File: config.mk
export PLATFORM = sky130hd
export DESIGN_NAME = tmem_ctrl
export DESIGN_NICKNAME = d
export VERILOG_FILES = /design/src/rtl/tmem_pkg.sv /design/src/rtl/tmem_ctrl.sv
export SDC_FILE = /design/constraint.sdc
export NUM_CORES = 1
export LEC_CHECK = 0
export BUFFER_PORTS_ARGS = -buffer_cell sky130_fd_sc_hd__clkbuf_2
export CAP_MARGIN = 10
export CORE_AREA = 2 2 131 133
export CTS_BUF_LIST = sky130_fd_sc_hd__clkbuf_8 sky130_fd_sc_hd__clkbuf_16
export DETAILED_ROUTE_END_ITERATION = 6
export DIE_AREA = 0 0 133 135
export PLACE_DENSITY = 0.71
export RECOVER_POWER = 100
export SETUP_SLACK_MARGIN = 0.2
export SYNTH_ARGS = -nofsm -noshare
export SYNTH_HDL_FRONTEND = slang
export SYNTH_SLANG_ARGS = --single-unit
File: constraint.sdc
create_clock -name clk -period 7.7 [get_ports clk]
set_clock_uncertainty 0.2 [all_clocks]
set_input_delay 1.155 -clock clk [delete_from_list [all_inputs] [get_ports clk]]
set_output_delay 1.155 -clock clk [all_outputs]
set_load 0.05 [all_outputs]
File: src/rtl/tmem_pkg.sv
// Shared defaults and FSM state encoding for the tagged-memory controller.
package tmem_pkg;

   localparam int unsigned ADDR_W_DEF = 20;
   localparam int unsigned DATA_W_DEF = 64;
   localparam int unsigned TAG_W_DEF  = 8;

   typedef enum logic [1:0] {
      S_IDLE = 2'd0,
      S_ADDR = 2'd1,
      S_RMW  = 2'd2
   } state_t;

endpackage : tmem_pkg

File: src/rtl/tmem_ctrl.sv
// CPU-side controller for a tagged word memory: address latch, sequential
// access with auto-increment, and a locked read-modify-write sequence.
module tmem_ctrl
   import tmem_pkg::*;
#(
   parameter int unsigned ADDR_W = ADDR_W_DEF,
   parameter int unsigned DATA_W = DATA_W_DEF,
   parameter int unsigned TAG_W  = TAG_W_DEF
) (
   input  logic              clk,
   input  logic              reset,
   input  logic [DATA_W-1:0] i_ad,
   input  logic [TAG_W-1:0]  i_tag,
   input  logic              i_astb,
   input  logic              i_atomic,
   input  logic              i_rd,
   input  logic              i_wr,
   output logic [ADDR_W-1:0] mem_addr,
   output logic              mem_we,
   output logic [DATA_W-1:0] mem_wdata,
   output logic [TAG_W-1:0]  mem_wtag,
   input  logic [DATA_W-1:0] mem_rdata,
   input  logic [TAG_W-1:0]  mem_rtag,
   output logic [DATA_W-1:0] o_data,
   output logic [TAG_W-1:0]  o_tag,
   output logic [ADDR_W-1:0] waddr,
   output logic              o_locked,
   output logic              o_err
);

   state_t              r_state;
   state_t              w_state_nxt;
   logic [ADDR_W-1:0]   r_waddr;
   logic                r_locked;
   logic                r_err;
   logic                r_rd_pend;
   logic [DATA_W-1:0]   r_data;
   logic [TAG_W-1:0]    r_tag;

   logic                w_latch;
   logic                w_rd;
   logic                w_wr;
   logic                w_incr;
   logic                w_err;
   logic                w_lock_clr;

   // State register.
   always_ff @(posedge clk or posedge reset) begin
      if (reset) r_state <= S_IDLE;
      else       r_state <= w_state_nxt;
   end

   // Next-state and per-cycle access decode; illegal combinations raise an error and do nothing.
   always_comb begin
      w_state_nxt = r_state;
      w_latch     = 1'b0;
      w_rd        = 1'b0;
      w_wr        = 1'b0;
      w_incr      = 1'b0;
      w_err       = 1'b0;
      w_lock_clr  = 1'b0;
      case (r_state)
         S_IDLE, S_ADDR: begin
            if (i_astb) begin
               w_latch     = 1'b1;
               w_state_nxt = S_ADDR;
               w_err       = i_rd | i_wr;
            end else if (i_rd & i_wr) begin
               w_err = 1'b1;
            end else if (r_state == S_IDLE) begin
               w_err = i_rd | i_wr;
            end else if (i_rd) begin
               w_rd = 1'b1;
               if (r_locked) w_state_nxt = S_RMW;
               else          w_incr      = 1'b1;
            end else if (i_wr) begin
               // A locked write before the read keeps the address so the RMW stays on one word.
               w_wr   = 1'b1;
               w_incr = ~r_locked;
            end
         end
         S_RMW: begin
            if (i_astb | i_rd) begin
               w_err = 1'b1;
            end else if (i_wr) begin
               w_wr        = 1'b1;
               w_lock_clr  = 1'b1;
               w_state_nxt = S_IDLE;
            end
         end
         default: w_state_nxt = S_IDLE;
      endcase
   end

   // Address, lock, error pulse and read-return registers.
   always_ff @(posedge clk or posedge reset) begin
      if (reset) begin
         r_waddr   <= '0;
         r_locked  <= 1'b0;
         r_err     <= 1'b0;
         r_rd_pend <= 1'b0;
         r_data    <= '0;
         r_tag     <= '0;
      end else begin
         r_err     <= w_err;
         r_rd_pend <= w_rd;
         if (r_rd_pend) begin
            r_data <= mem_rdata;
            r_tag  <= mem_rtag;
         end
         if (w_latch) begin
            r_waddr  <= i_ad[ADDR_W-1:0];
            r_locked <= i_atomic;
         end else if (w_incr) begin
            r_waddr <= r_waddr + ADDR_W'(1);
         end
         if (w_lock_clr) r_locked <= 1'b0;
      end
   end

   assign mem_addr  = r_waddr;
   assign mem_we    = w_wr;
   assign mem_wdata = i_ad;
   assign mem_wtag  = i_tag;
   assign o_data    = r_data;
   assign o_tag     = r_tag;
   assign waddr     = r_waddr;
   assign o_locked  = r_locked;
   assign o_err     = r_err;

endmodule : tmem_ctrl

Word-level counts from Yosys, hierarchy flattened

Index checks and enable logic that the tools add are counted.
W data, S select, Z words.

Bitwise logic cells: 4
Eq/ne operators: 8
Muxes and demuxes: 39
Reduce and logical (&&, ||, !) cells: 5
Add/subtract/negate cells: 1

Operators by type and width:

| kind                    | number |
|---|---|
| $mux W20                | 2 |
| $mux W1                 | 27 |
| $add A20 B1 Y20 const B | 1 |
| $mux W2                 | 7 |
| $ne A3 B3 Y1 const B    | 4 |
| $reduce_and A6 Y1       | 1 |
| $ne A2 B2 Y1 const B    | 2 |
| $pmux W1 S2             | 2 |
| $pmux W2 S2             | 1 |
| $reduce_bool A2 Y1      | 2 |
| $eq A2 B1 Y1 const B    | 1 |
| $eq A2 B2 Y1 const B    | 1 |
| $logic_not A2 Y1        | 1 |
| $or A1 B1 Y1            | 2 |
| $reduce_or A2 Y1        | 1 |
| $and A1 B1 Y1           | 1 |
| $not A1 Y1              | 1 |

Flip-flop bits (word level): 97
Bits of input ports: 150
Output and inout bits: 187
Logic and storage cells: 64

Logic depth before layout (Yosys ltp)

Gate-level depths: netlist (run 1).

Word-level depth: 9
Mapped depth: 7
Mapped depth without buffers: 6

Least setup slack after synthesis (run 1)

Ideal clock, no wire load.

Kind: input-to-output
From: in i_rd
To: out mem_we
Buffers on the path: 1
Slack: 4.129 ns
Required time: 6.345 ns
Cell stages on the path: 3
Arrival time: 2.216 ns
Cell sequence: buf_2 nand2b_1 a21oi_1

Word-level cells in the longest chain between the ends: 5
Elaborated cells between the ends (all ways): 8
Those cells by class: 6 x mux; 2 x bitwise

Ends and longest elaborated chain:

| element         | RTL line        | source |
|---|---|---|
| from (decl)     | tmem_ctrl.sv:16 | `input logic i_rd,` |
| $mux W1         | tmem_ctrl.sv:72 | `end else if (i_rd) begin` |
| $mux W1         | tmem_ctrl.sv:70 | `end else if (r_state == S_IDLE) begin` |
| $mux W1         | tmem_ctrl.sv:68 | `end else if (i_rd & i_wr) begin` |
| $mux W1         | tmem_ctrl.sv:64 | `if (i_astb) begin` |
| $pmux W1 S2 (*) | tmem_ctrl.sv:62 | `case (r_state)` |
| to (decl)       | tmem_ctrl.sv:19 | `output logic mem_we,` |

Mark *: on every way between the ends. The rest lies on a longest branch, timed or not.

Worst setup path after layout (run 1)

From: reg r_rd_pend
To: reg r_data[16], in the netlist o_data[16]

RTL lines:

| element                | RTL line         | source |
|---|---|---|
| from (decl)            | tmem_ctrl.sv:36  | `logic r_rd_pend;` |
| from (signal assigned) | tmem_ctrl.sv:106 | `r_rd_pend <= w_rd;` |
| to (signal assigned)   | tmem_ctrl.sv:108 | `r_data <= mem_rdata;` |
| to (decl)              | tmem_ctrl.sv:37  | `logic [DATA_W-1:0] r_data;` |

No word-level cell between the ends.

==> results of run 1 <==
sequential cells by signal, indices dropped and copies added, names as in the netlist:
signal / cells
mem_addr: 20
r_state: 2
o_locked: 1
o_tag: 8
r_rd_pend: 1
o_err: 1
o_data: 64
cell usage after synthesis, types with 2 or more instances:
library cell  number  share of area
mux2i_1            2         0.0042
nand2_1           28          0.022
mux2_2            72           0.17
buf_2              2         0.0021
inv_1              4         0.0031
xnor2_1            3         0.0055
nor3b_1            2         0.0031
nand4_1            4         0.0052
a21oi_1            7         0.0073
nor2b_1            2         0.0026
nand3_1           10          0.010
nor3_1             3         0.0031
o21ai_0           22          0.023
nand2b_1           4         0.0052
nand3b_1           2         0.0031
xor2_1             8          0.015
o211ai_1           4         0.0062
a31oi_1            2         0.0026
buf_4             92           0.14
clkbuf_1          11         0.0086
nor2_1            10         0.0078
dfrtp_1           97           0.50
critical path, cell delays in order, from the launching register on:
cell and delay, ns:
dfrtp_2 0.34, clkbuf_1 2.67, mux2_2 0.51
stage by stage:
step / total power, mW / std cells
6_report: 2.26 / 777
5_1_grt: 2.36 / 777
4_1_cts: 2.33 / 777
3_5_place_dp: 1.90 / 761
3_3_place_gp: 1.88 / 761
2_1_floorplan: 1.72 / 412
power groups by stage:
stage	Combinational, mW	Sequential [mW]	Clock, mW
after detailed placement	1.11	0.787	0
after CTS	1.11	0.777	0.447
after global placement	1.10	0.779	0
after global routing	1.10	0.797	0.464
final	1.06	0.773	0.427
after floorplan	0.397	1.33	0
metal layers:
metal  global-route usage  wire length, µm  part of all wire  up-vias
met5                    0                0                 0        -
met2                0.208             5500              0.48      212
met4               0.0633              327             0.029        0
met1                0.140             4440              0.39     1622
li1                     -                -                 -     1609
met3               0.0409             1090             0.096       31
cell families after synthesis:
kind of cell / after synthesis / synth area share
flops: 97 / 0.504
mux: 74 / 0.172
xor+xnor: 11 / 0.0200
simple gates: 78 / 0.0909
fa+ha+maj: 1 / 0.00260
buf+inv: 110 / 0.159
compound gates: 41 / 0.0507
worst min path at each step:
stage | from | end | slack [ns] | cells after the start
detailed placement | o_data[33]$_DFFE_PP0P_ | o_data[33]$_DFFE_PP0P_ | 0.29 | 1
global route | o_data[8]$_DFFE_PP0P_ | o_data[8]$_DFFE_PP0P_ | 0.32 | 1
finish | o_data[33]$_DFFE_PP0P_ | o_data[33]$_DFFE_PP0P_ | 0.31 | 1
CTS | o_tag[3]$_DFFE_PP0P_ | o_tag[3]$_DFFE_PP0P_ | 0.31 | 1
global placement | o_data[0]$_DFFE_PP0P_ | o_data[0]$_DFFE_PP0P_ | 0.29 | 1
floorplan | r_state[1]$_DFFE_PP0P_ | r_state[0]$_DFFE_PP0P_ | 0.32 | 1
cell type report:
class                   instances  area [µm²]  area share
flip-flops and latches         97        2430       0.431
clock buffers                  11         253      0.0449
repair buffers                235        1010       0.179
clock inverters                 5        31.3     0.00555
well taps                     220         275      0.0489
inverters                       4        16.3     0.00289
multi-input cells             205        1620       0.287
==> impl_metrics.py, run 1 <==
metrics = {
    "floorplan": {
        "die_area_um2": 18000,
        "fp-row-count": 47,
        "num_io_pins": 337,
        "core_um2": 16400,
        "initial_core_util": 0.294,
        "die_w_um": 133,
        "die_y_um": 135,
    },
    "drt": {
        "wl_per_cell_um": 14.6,
        "ant_nets": 0,
        "vias_per_cell": 4.47,
        "drt_wl_total_mm": 11.3,
        "first_pass_iters": 4,
        "drc_errors": 0,
        "drtIter0Drc": 77,
        "num_vias": 3474,
    },
    "worst_setup_path": {
        "cp-startpoint": "r_rd_pend$_DFF_PP0_",
        "crit_path_end_kind": "flip-flop",
        "start_kind": "flip-flop",
        "worstPathArrival_ns": 3.96,
        "r2r-end": "o_data[16]$_DFFE_PP0P_",
        "worstPathMaxFanout": 72,
        "crit_type": "flip-flop to flip-flop",
        "worst-r2r-cell-count": 2,
        "timing.rr.start": "r_rd_pend$_DFF_PP0_",
        "endpoint": "o_data[16]$_DFFE_PP0P_",
        "required_ns": 7.71,
        "r2r_slack_ns": 3.75,
    },
    "timing": {
        "finalCritPeriodShare": 0.513,
        "hold_slack_ns": 0.305,
        "timing.final.max_slew_violations": 157,
        "fmax_mhz": 253,
        "totalNegativeSetupSlack_ns": 0,
        "hold_viol": 0,
        "finalSetupViolCount": 0,
        "final.setup.worst_slack_ns": 3.75,
        "tightestPinTransition_ns": 3.85,
        "slew-limit-headroom": -1.56,
        "fin_crit_ns": 3.95,
        "rsz0062_at_grt": "no",
    },
    "clock_tree": {
        "cts-root-buf": "clkbuf_16",
        "cts_resized": 0,
        "cts_setup_buffers": 0,
        "worstSkewPairLatency_ns": 0.34,
        "cts_hold_buf": 0,
        "max-clock-path-buffers": 2,
        "tritoncts": "built",
        "numCtsBuffers": 9,
        "clk_pin_slew_ns": 0.07,
        "clock_sinks": 97,
        "htreeDepth": 3,
    },
    "cells_and_area": {
        "syn2layout_area_growth_pct": 16.9,
        "final_common_cell": "clkbuf_1",
        "fillCellCount": 1707,
        "final_area_um2": 5630,
        "utilization": 0.343,
        "layout_common_cells": "clkbuf_1, dfrtp_1, clkbuf_2",
        "diodes": 0,
        "fin_nets": 703,
        "drive_above_1_share": 0.345,
    },
    "synth": {
        "synth_flop_cell": "dfrtp_1",
        "synth_warnings": 0,
        "synth_cells": 412,
        "syn_nets": 563,
        "syn-cell-area_um2": 4820,
        "async_reset_ff_frac": 1.00,
        "synth_edf_count": 0,
        "ys_types": 43,
        "syn_area_per_cell_um2": 11.7,
        "yosys_register_bits": 97,
        "yosysSeqAreaShare": 0.504,
    },
    "power": {
        "p_leak_nw": 2.41,
        "ir_drop_uv": 167,
        "swShare": 0.501,
        "powerDensity_nw_per_um2": 401,
        "sequentialPowerShare": 0.342,
        "intPower_mw": 1.13,
        "clockPowerShare": 0.189,
        "power_frac_comb": 0.469,
        "switchingPower_mw": 1.13,
    },
    "placement": {
        "place_worst_setup_slack_ns": 4.33,
        "dpl_cell_area_um2": 5530,
        "place_congestion": 0.745,
        "portBuffers": 232,
        "place_hpwl_mm": 8.59,
    },
    "grt": {
        "overflow": 0,
        "grtUsageTotal": 0.123,
        "grt_pass1_wl_mm": 17.4,
        "grt_pass1_vias": 3366,
        "grt_max_degree": 73,
        "antenna_found_initial": 0,
    },
    "hold_path": {
        "hp-class": "flip-flop to flip-flop",
    },
    "run_status": {
        "violations": "capacitance limit, slew limit",
        "status": "finished with violations",
    },
    "run": {
        "maxCapViolations": 3,
    },
}
Power figures use the tool's default switching activity.
==> run 2: changes to the inputs <==
Clock period 7.7 ns to 3.8 ns, I/O delays scaled along.
==> run 2 against run 1 <==
First-iteration DRC count grew 32%. The run still ends with capacitance limit, slew limit left. Non-clock buffer count grew 2. Routed wire length grew 1.3%. Fmax grew 58%.
==> impl_metrics.py, run 2 (synthesized netlist as in run 1, its figures left out) <==
metrics = {
    "run_status": {
        "status": "finished with violations",
        "violations": "capacitance limit, slew limit",
    },
    "floorplan": {
        "core_um2": 16400,
        "fp-row-count": 47,
        "num_io_pins": 337,
        "die_area_um2": 18000,
        "initial_core_util": 0.294,
        "die_w_um": 133,
        "die_y_um": 135,
    },
    "grt": {
        "overflow": 0,
        "grt_pass1_vias": 3307,
        "globalRouteMet2Util": 0.212,
        "met1_usage": 0.147,
        "grtUsageTotal": 0.126,
        "antenna_found_initial": 0,
        "grt-busiest-layer": "met2",
        "grtUsageMet3": 0.0488,
        "grt_pass1_wl_mm": 17.7,
        "grt_max_degree": 83,
    },
    "worst_setup_path": {
        "cp-startpoint": "mem_addr[0]$_DFFE_PP0P_",
        "timing.rr.start": "mem_addr[0]$_DFFE_PP0P_",
        "cp.depth": 6,
        "required_ns": 3.86,
        "worst-r2r-cell-count": 6,
        "path_cells": "ha_1, nand2_1, nor4_1, nand3_1, xor2_1, o21ai_0",
        "crit_path_end_kind": "flip-flop",
        "cp_top_family": "simple AND/OR/NAND/NOR gates",
        "worstPathArrival_ns": 2.56,
        "crit_buf_inv": 0,
        "slowest_stage": "nor4_1",
        "worstPathMaxFanout": 8,
        "crit_type": "flip-flop to flip-flop",
        "crit_path_max_incr_delay_ns": 0.80,
        "start_kind": "flip-flop",
    },
    "clock_tree": {
        "htreeDepth": 3,
        "cts_hold_buf": 0,
        "cts_resized": 0,
        "clock_sinks": 97,
        "cts_setup_buffers": 0,
        "tritoncts": "built",
        "numCtsBuffers": 9,
        "clk_pin_slew_ns": 0.07,
        "worstSkewPairLatency_ns": 0.34,
        "cts-root-buf": "clkbuf_16",
        "max-clock-path-buffers": 2,
    },
    "cells_and_area": {
        "diodes": 0,
        "layout_common_cells": "clkbuf_1, clkbuf_2, dfrtp_1",
        "syn2layout_area_growth_pct": 16.6,
        "final_common_cell": "clkbuf_1",
        "final_cells": 779,
        "regArea_um2": 2430,
        "fillCellCount": 1727,
        "drive_above_1_share": 0.342,
        "largest_reg_flops": 64,
        "multiInputGateArea_um2": 1620,
        "fin_nets": 705,
    },
    "placement": {
        "place_congestion": 0.832,
        "place_worst_setup_slack_ns": 1.40,
        "numPlacedInstances": 763,
        "place_hpwl_mm": 8.63,
        "portBuffers": 232,
    },
    "timing": {
        "finalCritPeriodShare": 0.659,
        "fmax_mhz": 399,
        "tightestPinTransition_ns": 1.81,
        "final.setup.worst_slack_ns": 1.30,
        "slew-limit-headroom": -0.206,
        "timing.final.max_slew_violations": 156,
        "fin_crit_ns": 2.50,
        "hold_slack_ns": 0.238,
        "totalNegativeSetupSlack_ns": 0,
        "rsz0062_at_grt": "no",
        "hold_viol": 0,
        "finalSetupViolCount": 0,
    },
    "hold_path": {
        "hp-class": "primary input to flip-flop",
        "hold_path_depth": 3,
        "hp-start": "i_ad[1]",
    },
    "power": {
        "swShare": 0.507,
        "intPower_mw": 2.24,
        "clockPowerShare": 0.182,
        "p_leak_nw": 2.41,
        "ir_drop_uv": 330,
        "powerDensity_nw_per_um2": 808,
        "power_frac_comb": 0.471,
        "sequentialPowerShare": 0.347,
        "switchingPower_mw": 2.30,
    },
    "drt": {
        "wl_per_cell_um": 14.8,
        "first_pass_iters": 4,
        "ant_nets": 0,
        "vias_per_cell": 4.47,
        "drt_wl_total_mm": 11.5,
        "drc_errors": 0,
        "drtIter0Drc": 102,
        "num_vias": 3479,
    },
    "run": {
        "maxCapViolations": 2,
    },
}
run 2: cell type report:
cell class | count | area share
timing repair buffer | 237 | 0.181
tap | 220 | 0.0490
inverter | 4 | 0.00267
sequential | 97 | 0.432
clock inverter | 7 | 0.00735
multi-input combinational | 205 | 0.288
clock buffer | 9 | 0.0401
run 2: worst paths after layout:
| check | endpoint | slack, ns |
|---|---|---|
| max | mem_addr[14]$_DFFE_PP0P_ | 1.30 |
| min | mem_addr[1]$_DFFE_PP0P_ | 0.24 |
| max reg2reg | mem_addr[14]$_DFFE_PP0P_ | 1.30 |
| min reg2reg | o_data[60]$_DFFE_PP0P_ | 0.30 |
| max in group asynchronous | o_data[36]$_DFFE_PP0P_ | 1.56 |
| min in group asynchronous | o_tag[5]$_DFFE_PP0P_ | 0.55 |
run 2: tightest hold or removal path, cell delays in order:
cell,delay [ns]
clkbuf_2,0.09
nand2_1,0.04
o21ai_0,0.05
run 2: metal layers:
layer	up-vias	share of wire
li1	1620	-
met1	1609	0.41
met2	223	0.48
met3	27	0.095
met4	0	0.022
met5	-	0
run 2: per-stage QoR:
step                      cell area (µm²)   util  total power, mW
after detailed placement             5540  0.338             3.85
after CTS                            5810  0.354             4.69
after global placement               5540  0.338             3.82
final                                5620  0.342             4.54
after global routing                 5620  0.342             4.76
after floorplan                      4820      -             3.49
run 2: power by group through the flow:
stage	logic, mW	registers, mW	clock network (mW)
floorplan	0.804	2.68	0
global placement	2.23	1.58	0
detailed placement	2.25	1.60	0
CTS	2.25	1.58	0.862
global route	2.22	1.62	0.913
finish	2.14	1.57	0.826
